<file path="config.mk">
export PLATFORM = sky130hd
export DESIGN_NAME = fix_checksum_check
export DESIGN_NICKNAME = d
export VERILOG_FILES = /design/src/rtl/fix_pkg.sv /design/src/rtl/fix_dec3_parse.sv /design/src/rtl/fix_checksum_check.sv
export SDC_FILE = /design/constraint.sdc
export NUM_CORES = 1
export LEC_CHECK = 0
export CAP_MARGIN = 20
export CELL_PAD_IN_SITES_DETAIL_PLACEMENT = 0
export CELL_PAD_IN_SITES_GLOBAL_PLACEMENT = 1
export CORE_MARGIN = 3
export CORE_UTILIZATION = 43
export CTS_BUF_LIST = sky130_fd_sc_hd__clkbuf_8 sky130_fd_sc_hd__clkbuf_16
export CTS_CLUSTER_DIAMETER = 80
export DETAILED_ROUTE_END_ITERATION = 8
export PLACE_DENSITY_LB_ADDON = 0.1
export SETUP_SLACK_MARGIN = 0.15
export SLEW_MARGIN = 20
export SYNTH_ARGS = -nofsm -noshare
export SYNTH_HDL_FRONTEND = slang
export SYNTH_SLANG_ARGS = --single-unit
</file>
<file path="constraint.sdc">
create_clock -name clk -period 2.75 [get_ports clk]
set_input_delay 0.55 -clock clk [delete_from_list [all_inputs] [get_ports clk]]
set_output_delay 0.55 -clock clk [all_outputs]
set_load 0.02 [all_outputs]
</file>
<file path="src/rtl/fix_pkg.sv">
// rtl/fix_pkg.sv - shared constants, state enum and error codes for the FIX checksum checker
package fix_pkg;

  localparam logic [7:0] SOH_DEFAULT = 8'h01;
  localparam logic [7:0] DIGIT0      = 8'h30;
  localparam logic [7:0] ONE         = 8'h31;
  localparam logic [7:0] EQ          = 8'h3D;
  localparam logic [7:0] START       = 8'h38;

  localparam int MAX_LEN_DEFAULT = 4096;

  typedef enum logic [3:0] {
    IDLE,
    BODY,
    SEEN_SOH,
    SEEN_1,
    SEEN_10,
    DIG0,
    DIG1,
    DIG2,
    TERM,
    REPORT
  } state_t;

  localparam logic [1:0] ERR_NONE     = 2'd0;
  localparam logic [1:0] ERR_MISMATCH = 2'd1;
  localparam logic [1:0] ERR_FORMAT   = 2'd2;
  localparam logic [1:0] ERR_LENGTH   = 2'd3;

endpackage

</file>
<file path="src/rtl/fix_dec3_parse.sv">
// rtl/fix_dec3_parse.sv - three-digit ASCII decimal accumulator with digit-valid flag
module fix_dec3_parse
  import fix_pkg::*;
(
  input  logic       clk,
  input  logic       rst,
  input  logic       clr,
  input  logic       en,
  input  logic [7:0] data,
  output logic [9:0] val,
  output logic       digit_ok
);

  logic [7:0] digit;

  assign digit_ok = (data >= DIGIT0) && (data <= DIGIT0 + 8'd9);
  assign digit    = data - DIGIT0;

  // Three digits never exceed 999, so 10 bits hold the full value.
  always_ff @(posedge clk or negedge rst) begin
    if (!rst) begin
      val <= '0;
    end else if (clr) begin
      val <= '0;
    end else if (en && digit_ok) begin
      val <= val * 10'd10 + {2'b00, digit};
    end
  end

endmodule

</file>
<file path="src/rtl/fix_checksum_check.sv">
// rtl/fix_checksum_check.sv - receive-side FIX checksum verifier; FIX_CKSUM_STATS_EN adds pass/fail counters
module fix_checksum_check
  import fix_pkg::*;
#(
  parameter logic [7:0] SOH     = SOH_DEFAULT,
  parameter int         MAX_LEN = MAX_LEN_DEFAULT
) (
  input  logic        clk,
  input  logic        rst,
  input  logic [7:0]  data_i,
  input  logic        valid_i,
  input  logic        start_i,
  output logic        busy_o,
  output logic        done_o,
  output logic        pass_o,
  output logic [1:0]  err_o,
  output logic [7:0]  calc_checksum_o,
  output logic [7:0]  rcv_checksum_o,
  output logic [15:0] pass_cnt_o,
  output logic [15:0] fail_cnt_o
);

  localparam int LW = $clog2(MAX_LEN + 1);

  state_t        state;
  logic [7:0]    sum;
  logic [7:0]    snap;
  logic [LW-1:0] len;
  logic [7:0]    sum_add;
  logic [9:0]    val;
  logic          digit_ok;
  logic          in_digits;
  logic          dec_clr;
  logic          dec_en;
  logic          rep;
  logic [1:0]    rep_err;

  assign sum_add   = sum + data_i;
  assign busy_o    = (state != IDLE) && (state != REPORT);
  assign in_digits = (state == DIG0) || (state == DIG1) || (state == DIG2);

  // The accumulator must survive idle cycles while waiting for the terminator.
  assign dec_clr = !(in_digits || state == TERM);
  assign dec_en  = valid_i && !start_i && !rep && in_digits;

  fix_dec3_parse u_dec (
    .clk      (clk),
    .rst      (rst),
    .clr      (dec_clr),
    .en       (dec_en),
    .data     (data_i),
    .val      (val),
    .digit_ok (digit_ok)
  );

  always_comb begin
    rep     = 1'b0;
    rep_err = ERR_NONE;
    if (valid_i && !start_i && busy_o) begin
      if (len == LW'(MAX_LEN)) begin
        rep     = 1'b1;
        rep_err = ERR_LENGTH;
      end else if (in_digits) begin
        if (!digit_ok) begin
          rep     = 1'b1;
          rep_err = ERR_FORMAT;
        end
      end else if (state == TERM) begin
        rep = 1'b1;
        if (data_i != SOH || val > 10'd255) rep_err = ERR_FORMAT;
        else if (val[7:0] == sum)            rep_err = ERR_NONE;
        else                                 rep_err = ERR_MISMATCH;
      end
    end
  end

  always_ff @(posedge clk or negedge rst) begin
    if (!rst) begin
      state           <= IDLE;
      sum             <= '0;
      snap            <= '0;
      len             <= '0;
      done_o          <= 1'b0;
      pass_o          <= 1'b0;
      err_o           <= ERR_NONE;
      calc_checksum_o <= '0;
      rcv_checksum_o  <= '0;
    end else begin
      done_o <= 1'b0;
      if (state == REPORT) begin
        state <= IDLE;
      end else if (valid_i) begin
        if (start_i) begin
          // A start byte always begins a fresh message, silently abandoning any other.
          sum   <= data_i;
          len   <= LW'(1);
          state <= BODY;
        end else if (rep) begin
          state           <= REPORT;
          done_o          <= 1'b1;
          pass_o          <= (rep_err == ERR_NONE);
          err_o           <= rep_err;
          calc_checksum_o <= sum;
          rcv_checksum_o  <= val[7:0];
        end else if (state != IDLE) begin
          len <= len + LW'(1);
          case (state)
            BODY: begin
              sum <= sum_add;
              if (data_i == SOH) begin
                snap  <= sum_add;
                state <= SEEN_SOH;
              end
            end
            SEEN_SOH: begin
              sum <= sum_add;
              if (data_i == ONE)      state <= SEEN_1;
              else if (data_i == SOH) snap  <= sum_add;
              else                    state <= BODY;
            end
            SEEN_1: begin
              sum <= sum_add;
              if (data_i == DIGIT0) begin
                state <= SEEN_10;
              end else if (data_i == SOH) begin
                snap  <= sum_add;
                state <= SEEN_SOH;
              end else begin
                state <= BODY;
              end
            end
            SEEN_10: begin
              if (data_i == EQ) begin
                sum   <= snap;
                state <= DIG0;
              end else if (data_i == SOH) begin
                sum   <= sum_add;
                snap  <= sum_add;
                state <= SEEN_SOH;
              end else begin
                sum   <= sum_add;
                state <= BODY;
              end
            end
            DIG0:    state <= DIG1;
            DIG1:    state <= DIG2;
            DIG2:    state <= TERM;
            default: state <= IDLE;
          endcase
        end
      end
    end
  end

`ifdef FIX_CKSUM_STATS_EN
  logic [15:0] pass_cnt;
  logic [15:0] fail_cnt;

  always_ff @(posedge clk or negedge rst) begin
    if (!rst) begin
      pass_cnt <= '0;
      fail_cnt <= '0;
    end else if (done_o) begin
      if (pass_o) begin
        if (pass_cnt != 16'hFFFF) pass_cnt <= pass_cnt + 16'd1;
      end else begin
        if (fail_cnt != 16'hFFFF) fail_cnt <= fail_cnt + 16'd1;
      end
    end
  end

  assign pass_cnt_o = pass_cnt;
  assign fail_cnt_o = fail_cnt;
`else
  assign pass_cnt_o = '0;
  assign fail_cnt_o = '0;
`endif

endmodule

</file>
; ---- Yosys cells after proc, flatten, opt, wreduce, memory -nomap -nowiden
; Index checks and enable logic that the tools add are counted.
[totals]
out_inout_bits = 53
ff_bits = 63
inputBits = 12
elab_cells = 114
[classes]
mux = 43
n_reduce_logical = 26
bitwise_logic = 3
n_mul = 1
add_sub_neg = 4
n_eq_ne = 24
order_cmp = 3
[ops]
columns = op, n
row1 = $mux 8, 8
row2 = $mux 13, 3
row3 = $mux 4, 9
row4 = $pmux 8 s4, 1
row5 = $pmux 4 s7, 1
row6 = $eq 8x6->1 const B, 3
row7 = $mux 10, 2
row8 = $eq 4x3->1 const B, 4
row9 = $pmux 8 s2, 1
row10 = $mux 2, 7
row11 = $add 13x1->13 const B, 1
row12 = $eq 13x13->1 const B, 1
row13 = $reduce_and 4->1, 3
row14 = $reduce_bool 4->1, 3
row15 = $add 10x8->10, 1
row16 = $gt 10x8->1 const B, 1
row17 = $mul 10x3->9 const B, 1
row18 = $mux 1, 10
row19 = $reduce_and 9->1, 1
row20 = $add 8x8->8, 1
row21 = $eq 4x2->1 const B, 2
row22 = $eq 4x4->1 const B, 2
row23 = $eq 8x1->1 const B, 1
row24 = $eq 8x8->1, 1
row25 = 20 further kinds, 36

; ---- Longest topological paths before layout
[logic_depth]
ltp_word = 12
depth_mapped = 11
depth_no_buf = 11

; ---- Hierarchy
; A second synthesis with hierarchy kept.
[hier_totals]
cells_unflattened = 513
hier_area_um2 = 4546.9
[by_module_without_submodules]
columns = mod, seq_area_each_um2, cells_per_inst, n_inst, area_per_inst_um2
row1 = fix_checksum_check, 1326.3, 407, 1, 3515.9
row2 = fix_dec3_parse, 250.2, 106, 1, 1031.0

; ---- Worst setup path after synthesis
; No wires, ideal clock.
[synth_timing]
kind = flip-flop to flip-flop
from = register u_dec.val[1]
to = register u_dec.val[9]
path_stages_with_launch = 11
n_path_buf = 0
period_less_slack_ns = 2.494
setup_time_ns = 0.127
required_time_ns = 2.623
arrival_ns = 2.367
path_slack_ns = 0.256
path_cell_list = dfrtp_1 > ha_1 > ha_1 > fa_1 > ha_1 > o21ai_0 > a21oi_1 > o211ai_1 > a21oi_1 > xnor2_1 > mux2i_1
[synth_via]
elab_chain_len = 4
[synth_rtl]
columns = item, line
row1 = start: declaration, fix_dec3_parse.sv:10  ; output logic [9:0] val,
row2 = start signal: assignment, fix_dec3_parse.sv:26  ; val <= val * 10'd10 + {2'b00, digit};
row3 = $mul 10x3->9, fix_dec3_parse.sv:26
row4 = $add 10x8->10, fix_dec3_parse.sv:26
row5 = $mux 10, fix_dec3_parse.sv:25  ; end else if (en && digit_ok) begin
row6 = $mux 10, fix_dec3_parse.sv:23  ; end else if (clr) begin
; Every way passes these cells. The select of a mux whose other input is x is not followed.
; A chain may end at the register's enable or synchronous reset.

; ---- Worst setup path after layout
[layout_timing]
from = register u_dec.val[2]
to = register u_dec.val[9]
; The elaborated chain is that of the path after synthesis.

==> impl_metrics.tcl <==
set metrics [dict create \
    core-area_um2 10400 \
    dieArea_um2 12100 \
    ys_seq_area_frac 0.340 \
    synth_cell_types 64 \
    fin_util 0.553 \
    cts-htree-levels 3 \
    synth_compound_area_frac 0.143 \
    gp_congestion 0.812 \
    setup_viol 0 \
    path_max_fanout 4 \
    met3RoutedLength_um 335 \
    p_total_w 0.00310 \
    end_kind "flop" \
    port_buffers 32 \
    setup_tns_ns 0 \
    period_share 0.927 \
    synth_top_family_by_area "simple AND/OR/NAND/NOR gates" \
    clk_latency_ns 0.35 \
    dr.pass1.iters 4 \
    max-vdd-ir-drop_uv 270 \
    area_growth_syn_to_layout_pct 24.4 \
    ant_nets 0 \
    fin_skew_ns 0.0138 \
    synthesis.area_per_instance_um2 9.74 \
    final_net_count 607 \
    slew_violations 0 \
    vias_per_cell 5.28 \
    synth_xor_area_frac 0.0510 \
    worst_ep_required_time_ns 2.97 \
    gr-total-overflow 0 \
    dp_hpwl_um 8340 \
    dp_slack_ns -0.237 \
    tightest_slew_ns 0.822 \
    wl_met1_um 5430 \
    clock-sinks 63 \
    setup_slack_ns 0.202 \
    r2r_end "u_dec.val[9]$_DFFE_PN0P_" \
    ys.flop_type "dfrtp_1" \
    yosys.area_share.adder 0.0913 \
    ios 65 \
    antenna_cells 0 \
    route.vias.total 3714 \
    fp.dieH_um 110 \
    tritoncts "yes" \
    synth-edff-count 0 \
    dr_wl_met2_um 5320 \
    grt_max_degree 64 \
    leakagePower_nw 2.71 \
    post_drt_wl_per_cell_um 15.9 \
    grt_setup_unrepaired "yes" \
    final_layout_size_suffix_gt1_frac 0.254 \
    drt_iter0_drc 128 \
    maxSlewHeadroom 0.452 \
    die-width_um 110 \
    reg2reg_depth 10 \
    syn_inst 476 \
    cts_root_buf "clkbuf_8" \
    start_util 0.445 \
    antenna_found_initial 0 \
    path_clk_slew_ns 0.08 \
    worst-setup-path-type "reg -> reg" \
    synthMuxAreaShare 0.107 \
    outcome "completed" \
    holdCritPathClass "in -> async" \
    ys_ff_latch 63 \
    grt.total_usage 0.194 \
    holdBufCountCts 0 \
    rr_startpoint "u_dec.val[2]$_DFFE_PN0P_" \
    fmax_ghz 0.392 \
    cp.arrival_ns 2.77 \
    num_rows 37 \
    numCtsBuffers 9 \
    fin_crit_ns 2.55 \
    grt_pass1_wl_um 18000 \
    synth_simple_gate_area_frac 0.180 \
    hold_viol 0 \
    r2r_slack_ns 0.20 \
    syn_area_um2 4630 \
    power.density_nw_per_um2 537 \
    wirelength_um 11200 \
    drc 0 \
    async_flop_share 1.00 \
    max_cap_viol_count 0 \
    ys_warn_count 0 \
    clk_path_buf_depth 2 \
    start_kind "flop" \
    grt_pass1_vias 3616 \
    top_layer "met4" \
    hold_ws_ns 0.377 \
]
-- worst max-delay path by stage --
stage | slack, ns | end | depth (start not counted) | startpoint
2_1_floorplan | 0.26 | u_dec.val[9]$_DFFE_PN0P_ | 10 | u_dec.val[1]$_DFFE_PN0P_
3_3_place_gp | -0.20 | sum[6]$_DFFE_PN0P_ | 8 | data_i[2]
3_5_place_dp | -0.24 | snap[0]$_DFFE_PN0P_ | 9 | data_i[4]
4_1_cts | 0.11 | u_dec.val[9]$_DFFE_PN0P_ | 10 | u_dec.val[3]$_DFFE_PN0P_
5_1_grt | 0.11 | sum[7]$_DFFE_PN0P_ | 10 | data_i[4]
6_report | 0.20 | u_dec.val[9]$_DFFE_PN0P_ | 10 | u_dec.val[2]$_DFFE_PN0P_
-- worst max-delay path: stages (launching register included) --
cell and delay [ns]:
dfrtp_1 0.44, ha_4 0.28, ha_1 0.31, a21o_1 0.19, a21oi_2 0.16, xnor2_1 0.16, ha_2 0.33, a21oi_1 0.17
a21oi_1 0.10, xnor2_1 0.18, mux2i_1 0.10
-- routing by layer --
metal,vias up,GRT usage
li1,1845,-
met1,1804,0.271
met2,59,0.304
met3,6,0.0346
met4,0,0.0623
met5,-,0
-- synthesized netlist by cell type, types with 4 or more instances --
| library cell | number | area share |
|---|---|---|
| nand3_1 | 11 | 0.012 |
| a221o_1 | 8 | 0.017 |
| a21o_1 | 4 | 0.0065 |
| dfrtp_1 | 63 | 0.34 |
| clkbuf_1 | 8 | 0.0065 |
| a21oi_1 | 21 | 0.023 |
| a211o_1 | 4 | 0.0076 |
| and3_1 | 4 | 0.0054 |
| nor4_1 | 13 | 0.018 |
| xor2_1 | 14 | 0.026 |
| nand2_1 | 38 | 0.031 |
| nor4b_1 | 6 | 0.011 |
| buf_2 | 6 | 0.0065 |
| nor2b_1 | 13 | 0.018 |
| mux2i_1 | 17 | 0.037 |
| o21ai_0 | 20 | 0.022 |
| o31ai_1 | 6 | 0.0097 |
| xnor2_1 | 13 | 0.025 |
| o41ai_1 | 4 | 0.0076 |
| nor2_1 | 23 | 0.019 |
| nand2b_1 | 4 | 0.0054 |
| inv_1 | 18 | 0.015 |
| buf_4 | 33 | 0.053 |
| ha_1 | 29 | 0.078 |
| nor3_1 | 6 | 0.0065 |
| nor3b_1 | 7 | 0.011 |
| mux2_2 | 29 | 0.070 |
-- final cells by class --
cell class / instances / area (µm²)
tap: 136 / 170
inverter: 18 / 67.6
multi-input combinational: 376 / 2880
fill: 951 / 4650
clock inverter: 6 / 108
clock buffer: 10 / 138
timing repair buffer: 95 / 821
sequential: 63 / 1580
-- power by group --
part,internal [W],switching (W),total (W)
clock network,0.000624,0.000384,0.00101
registers,0.00101,0.000153,0.00117
logic,0.000457,0.000463,0.000920
-- cell families after synthesis --
group	after synthesis
buffers and inverters	68
XOR/XNOR	27
AND/OR/NAND/NOR	147
adder cells (fa/ha/maj)	32
multiplexers	46
other	1
AO/OA/AOI/OAI	92
flip-flops	63
-- state kept, by name, summed over array words and instances, names as in the netlist --
name and count:
sum 8, u_dec.val 10, err_o 2, snap 8, rcv_checksum_o 8, done_o 1
calc_checksum_o 8, pass_o 1, len 13, state 4
-- cells in the final DEF (no fill, tap or decap), drive strengths merged, types with 6 or more instances in the layout --
cell type | synthesis | routed
nand3 | 12 | 12
inv | 18 | 18
a21oi | 22 | 22
nor3b | 8 | 8
a221o | 8 | 8
nor4b | 6 | 6
o21ai | 23 | 23
dfrtp | 63 | 63
nor2b | 13 | 13
conb | 1 | 32
o31ai | 6 | 6
buf | 42 | 64
xnor2 | 13 | 13
xor2 | 14 | 14
ha | 29 | 29
mux2 | 29 | 29
mux2i | 17 | 17
nor2 | 24 | 24
nor3 | 7 | 7
nor4 | 14 | 14
clkbuf | 8 | 10
clkdlybuf4s50 | 0 | 28
nand2 | 38 | 38
-- through the flow --
step	std cells	area, µm²
global placement	683	5360
detailed placement	683	5360
global route	704	5760
CTS	702	5660
finish	704	5760
floorplan	507	4750
-- timing repair --
action / in CTS / in global routing
setup endpoints to repair: 12 / 34
cloned: 0 / 0
gates resized for setup: 9 / 18
pin swaps: 8 / 10
buffers inserted: 3 / 2
hold endpoints to repair: 0 / 0
(Power assumes the default switching activity.)
